==> config.mk <==
export PLATFORM = sky130hd
export DESIGN_NAME = playfield_buffer
export DESIGN_NICKNAME = d
export VERILOG_FILES = /design/src/rtl/tetris_pkg.sv /design/src/rtl/playfield_buffer_row_full_detect.sv /design/src/rtl/playfield_buffer.sv
export SDC_FILE = /design/constraint.sdc
export NUM_CORES = 2
export LEC_CHECK = 0
export BUFFER_PORTS_ARGS = -buffer_cell sky130_fd_sc_hd__clkbuf_2
export CAP_MARGIN = 30
export CORE_UTILIZATION = 30
export CTS_CLUSTER_DIAMETER = 30
export CTS_CLUSTER_SIZE = 14
export DETAILED_ROUTE_END_ITERATION = 10
export GPL_ROUTABILITY_DRIVEN = 0
export PLACE_DENSITY = 0.41
export SETUP_SLACK_MARGIN = 0.2
export SKIP_CTS_REPAIR_TIMING = 1
export SYNTH_ARGS = -nofsm -noshare
export SYNTH_HDL_FRONTEND = slang
export SYNTH_SLANG_ARGS = --single-unit
==> constraint.sdc <==
create_clock -name clk_clk -period 74.6 [get_ports clk_clk]
set_clock_uncertainty 0.05 [all_clocks]
set_input_delay 7.46 -clock clk_clk [delete_from_list [all_inputs] [get_ports clk_clk]]
set_output_delay 7.46 -clock clk_clk [all_outputs]
set_load 0.01 [all_outputs]
==> src/rtl/tetris_pkg.sv <==
// Shared constants, FSM state type and width helpers for the Tetris playfield logic.
package tetris_pkg;

  localparam int ROWS_DEF   = 24;
  localparam int COLS_DEF   = 10;
  localparam int CBITS_DEF  = 3;
  localparam int TOT_W_DEF  = 16;
  localparam int CELL_EMPTY = 0;

  typedef enum logic [1:0] {
    IDLE    = 2'd0,
    COMPACT = 2'd1,
    FILL    = 2'd2,
    DONE    = 2'd3
  } pf_state_t;

  // Ceiling log2, never narrower than one bit.
  function automatic int pf_clog2(input int n);
    int r;
    r = 0;
    while ((1 << r) < n) r++;
    return (r == 0) ? 1 : r;
  endfunction

endpackage

==> src/rtl/playfield_buffer_row_full_detect.sv <==
// Combinational full-row detector: high when every cell of the row holds a colour.
module row_full_detect
  import tetris_pkg::*;
#(
  parameter int COLS  = COLS_DEF,
  parameter int CBITS = CBITS_DEF
) (
  input  logic [COLS*CBITS-1:0] row_data,
  output logic                  full
);

  always_comb begin
    full = 1'b1;
    for (int unsigned c = 0; c < COLS; c++) begin
      if (row_data[c*CBITS +: CBITS] == CBITS'(CELL_EMPTY)) full = 1'b0;
    end
  end

endmodule

==> src/rtl/playfield_buffer.sv <==
// Playfield row store with registered display read port, full-row detection
// and a line-clear/collapse pass with a start/busy/done handshake.
module playfield_buffer
  import tetris_pkg::*;
#(
  parameter  int ROWS  = ROWS_DEF,
  parameter  int COLS  = COLS_DEF,
  parameter  int CBITS = CBITS_DEF,
  parameter  int TOT_W = TOT_W_DEF,
  localparam int ROW_W = COLS * CBITS,
  localparam int RA_W  = pf_clog2(ROWS),
  localparam int LC_W  = pf_clog2(ROWS + 1)
) (
  input  logic             clk_clk,
  input  logic             reset_reset,
  input  logic             game_reset,
  input  logic             wr_en,
  input  logic [RA_W-1:0]  wr_row,
  input  logic [ROW_W-1:0] wr_data,
  input  logic [RA_W-1:0]  rd_row,
  output logic [ROW_W-1:0] rd_data,
  output logic [ROWS-1:0]  full_mask,
  input  logic             clear_start,
  output logic             clear_busy,
  output logic             clear_done,
  output logic [LC_W-1:0]  lines_cleared,
  output logic [TOT_W-1:0] total_lines
);

  localparam logic [RA_W-1:0] LAST_ROW = RA_W'(ROWS - 1);

  logic [ROW_W-1:0] rows_q [ROWS];
  logic [ROW_W-1:0] rows_d [ROWS];
  logic [ROW_W-1:0] rd_data_q, rd_data_d;
  pf_state_t        state_q, state_d;
  logic [RA_W-1:0]  src_q, src_d;
  logic [RA_W-1:0]  dst_q, dst_d;
  logic [LC_W-1:0]  cnt_q, cnt_d;
  logic [LC_W-1:0]  lines_q, lines_d;
  logic [TOT_W-1:0] total_q, total_d;
  logic [TOT_W:0]   total_sum;

  for (genvar r = 0; r < ROWS; r++) begin : g_det
    row_full_detect #(
      .COLS  (COLS),
      .CBITS (CBITS)
    ) u_det (
      .row_data (rows_q[r]),
      .full     (full_mask[r])
    );
  end

  always_comb begin
    rows_d    = rows_q;
    state_d   = state_q;
    src_d     = src_q;
    dst_d     = dst_q;
    cnt_d     = cnt_q;
    lines_d   = lines_q;
    total_d   = total_q;
    rd_data_d = (rd_row <= LAST_ROW) ? rows_q[rd_row] : '0;
    total_sum = {1'b0, total_q} + (TOT_W + 1)'(cnt_q);

    case (state_q)
      IDLE: begin
        if (wr_en && (wr_row <= LAST_ROW)) rows_d[wr_row] = wr_data;
        if (clear_start) begin
          state_d = COMPACT;
          src_d   = LAST_ROW;
          dst_d   = LAST_ROW;
          cnt_d   = '0;
        end
      end
      COMPACT: begin
        if (full_mask[src_q]) begin
          cnt_d = cnt_q + 1'b1;
        end else begin
          rows_d[dst_q] = rows_q[src_q];
          dst_d         = dst_q - 1'b1;
        end
        src_d = src_q - 1'b1;
        if (src_q == '0) state_d = (cnt_d != '0) ? FILL : DONE;
      end
      FILL: begin
        // Compaction leaves dst at cnt-1, so reaching row 0 marks the last fill.
        rows_d[dst_q] = '0;
        dst_d         = dst_q - 1'b1;
        if (dst_q == '0) state_d = DONE;
      end
      DONE: begin
        lines_d = cnt_q;
        total_d = total_sum[TOT_W] ? '1 : total_sum[TOT_W-1:0];
        state_d = IDLE;
      end
      default: state_d = IDLE;
    endcase

    if (game_reset) begin
      for (int unsigned r = 0; r < ROWS; r++) rows_d[r] = '0;
      state_d = IDLE;
      lines_d = '0;
      total_d = '0;
    end
  end

  always_ff @(posedge clk_clk or posedge reset_reset) begin
    if (reset_reset) begin
      for (int unsigned r = 0; r < ROWS; r++) rows_q[r] <= '0;
      rd_data_q <= '0;
      state_q   <= IDLE;
      src_q     <= '0;
      dst_q     <= '0;
      cnt_q     <= '0;
      lines_q   <= '0;
      total_q   <= '0;
    end else begin
      rows_q    <= rows_d;
      rd_data_q <= rd_data_d;
      state_q   <= state_d;
      src_q     <= src_d;
      dst_q     <= dst_d;
      cnt_q     <= cnt_d;
      lines_q   <= lines_d;
      total_q   <= total_d;
    end
  end

  assign rd_data       = rd_data_q;
  assign clear_busy    = (state_q != IDLE);
  assign clear_done    = (state_q == DONE) && !game_reset;
  assign lines_cleared = lines_q;
  assign total_lines   = total_q;

endmodule

==> qor.yml <==
status:
  status: "completed"
run:
  cap_violations: 0
logic_synthesis:
  yosysSeqAreaShare_pct: 32.5
  synth_top_family_by_area: "multiplexers"
  synth.avg_cell_area_sq_um: 9.25
  synth_ff_type: "dfrtp_1"
  synth_compound_area_share_pct: 15.9
  yosys.area_share.adder_pct: 0.404
  synthCells: 6565
  netlist_area_sq_mm: 0.0608
  ys_warn_count: 0
  synthesis.nets: 6629
  synthSimpleGateAreaFrac_pct: 13.5
  synth.distinct_cells: 64
  async_flop_share_pct: 100
  synth_edf_count: 0
  synth_seq_cells: 788
  synth_xor_xnor_area_share_pct: 0.0721
  synthMuxAreaShare_pct: 31.5
critical_path:
  end_kind: "primary output"
  cpMaxStageDelayCell: "buf_6"
  critical_path.cell_chain: "buf_6 > nor2b_1 > clkbuf_2"
  cpPeakStageDelay_ns: 0.31
  start_kind: "input port"
  worstRegToRegCells: 14
  crit_fanout: 14
  path_class: "input port to primary output"
  crit_required_ns: 67.09
  worstPathArrival_ns: 8.03
routing:
  first_iter_violations: 7903
  totalWireLength_mm: 336
  via_per_inst: 6.33
  avgRoutedWirePerCell_um: 36.0
  first_pass_iters: 6
  routed-via-count: 59057
  drc: 0
  ant_nets: 0
floorplanning:
  fp.coreArea_sq_mm: 0.200
  start_util_pct: 30.3
  rows: 164
  dieArea_sq_mm: 0.204
  die_w_um: 452
  die_h_um: 452
  io_pins: 122
sta:
  period_share_pct: 20.8
  period_minus_slack_ns: 15.54
  tightestPinTransition_ns: 1.10
  slew_viol_final: 0
  final.setup.tns_ns: 0
  setup_viol: 0
  max_freq_ghz: 0.0643
  hold_viol: 0
  hold_ws_ns: 0.474
  rsz0062_at_grt: "no"
  slew_headroom_pct: 26.2
power_and_ir_drop:
  ir_drop_v: 0.0000315
  leakage_nw: 28.8
  p_total_w: 0.00356
  power_density_mw_per_mm2: 48.0
min_path:
  hp-class: "flip-flop to flip-flop"
  min_path_cells: 2
layout:
  syn_to_final_growth_pct: 22.1
  layout-drive-gt1-share_pct: 31.4
  multi_input_area_sq_mm: 0.0384
  fillers: 19811
  ff_latch_area_sq_mm: 0.0197
  final_cell_mix: "nand2_1, dfrtp_1, a21oi_1"
  nets: 6520
  fin_area_sq_mm: 0.0742
  final_common_cell: "nand2_1"
clocking:
  clockBufferDepth: 4
  cts_tree: "built"
  clk_latency_ns: 0.94
  htreeDepth: 5
  clock_sinks: 788
  cts_inserted_buffers: 298
  path_clk_slew_ns: 0.04
  cts-root-buf: "clkbuf_16"
placed_design:
  dp_hpwl_mm: 218
  numPortBuffers: 121
  placed_area_sq_mm: 0.0644
grt:
  antenna_found_initial: 44
  grt_pass1_wl_mm: 465
  gr-total-overflow: 0
  grt_max_degree: 132
  grt_pass1_vias: 56114
  grt.total_usage_pct: 32.2
## logic make-up after synthesis
logic type / count (synthesis)
and+or+nand+nor: 2017
AOI/OAI and AO/OA: 1670
muxes: 1217
buffers and inverters: 849
DFF: 788
adders and majority gates: 19
xor gates and xnor gates: 5
## worst max-delay path: cells and delay by family
kind | cells | cell delay, ns
buffers and inverters | 2 | 0.45
and+or+nand+nor | 1 | 0.10
## metrics by stage
| stage | instances | setup slack (ns) | util (%) |
|---|---|---|---|
| final | 9333 | 59.06 | 37.0 |
| after floorplan | 6565 | 44.96 | - |
| after global placement | 8786 | 59.05 | 31.9 |
| after global routing | 9326 | 59.03 | 37.0 |
| after CTS | 9314 | 59.04 | 36.9 |
| after detailed placement | 8807 | 59.04 | 32.1 |
## power by group
part	internal (W)	leakage (nW)	switching, W	total, W
clock	0.000857	4.79	0.000343	0.00120
combinational	0.000575	13.4	0.00112	0.00169
sequential	0.000533	10.6	0.000138	0.000671
total	0.00196	28.8	0.00160	0.00356
## sequential cells by signal, summed over array words and instances (netlist names)
| name | count |
|---|---|
| lines_cleared | 5 |
| rows_q | 720 |
| dst_q | 5 |
| rd_data | 30 |
| cnt_q | 5 |
| state_q | 2 |
| total_lines | 16 |
| src_q | 5 |
## metal layers
layer	track usage [%]	share of wire (%)	up-vias
met5	0	0.065	-
met4	20.7	7.4	34
met3	9.50	11	857
met2	46.7	42	3621
met1	41.5	39	30572
li1	-	-	23973
## cell usage after synthesis (76+ instances only)
cell type	count	share of area, %
buf_2	90	0.74
a21oi_1	762	6.3
clkbuf_1	501	3.1
a31oi_1	726	7.5
mux2_4	210	5.2
nand2_1	1479	9.1
nor2_1	182	1.1
nor3_1	227	1.9
mux4_2	420	16
buf_1	88	0.54
mux2_2	478	8.9
inv_1	77	0.48
dfrtp_1	788	32
mux2i_1	76	1.3
## worst paths after layout
| check | startpoint | endpoint | slack (ns) |
|---|---|---|---|
| worst max register to register | src_q[1]$_DFFE_PP0P_ | rows_q[300]$_DFFE_PP0P_ | 68.74 |
| worst min register to register | lines_cleared[2]$_DFFE_PP0P_ | lines_cleared[2]$_DFFE_PP0P_ | 0.47 |
| min in group asynchronous | reset_reset | rows_q[470]$_DFFE_PP0P_ | 6.59 |
| max in group asynchronous | reset_reset | rows_q[129]$_DFFE_PP0P_ | 64.66 |
| worst min-delay path | lines_cleared[2]$_DFFE_PP0P_ | lines_cleared[2]$_DFFE_PP0P_ | 0.47 |
| worst max-delay path | game_reset | clear_done | 59.06 |
## cell type report
class                           count  share of cell area (%)
Inverter                           79                   0.410
Multi-Input combinational cell   4928                    51.7
Antenna cell                       14                  0.0472
Clock inverter                     61                   0.963
Timing Repair Buffer              361                    3.70
Clock buffer                      446                    12.1
Tap cell                         2656                    4.48
Sequential cell                   788                    26.6
No activity file was read; power rests on OpenSTA's default activity.
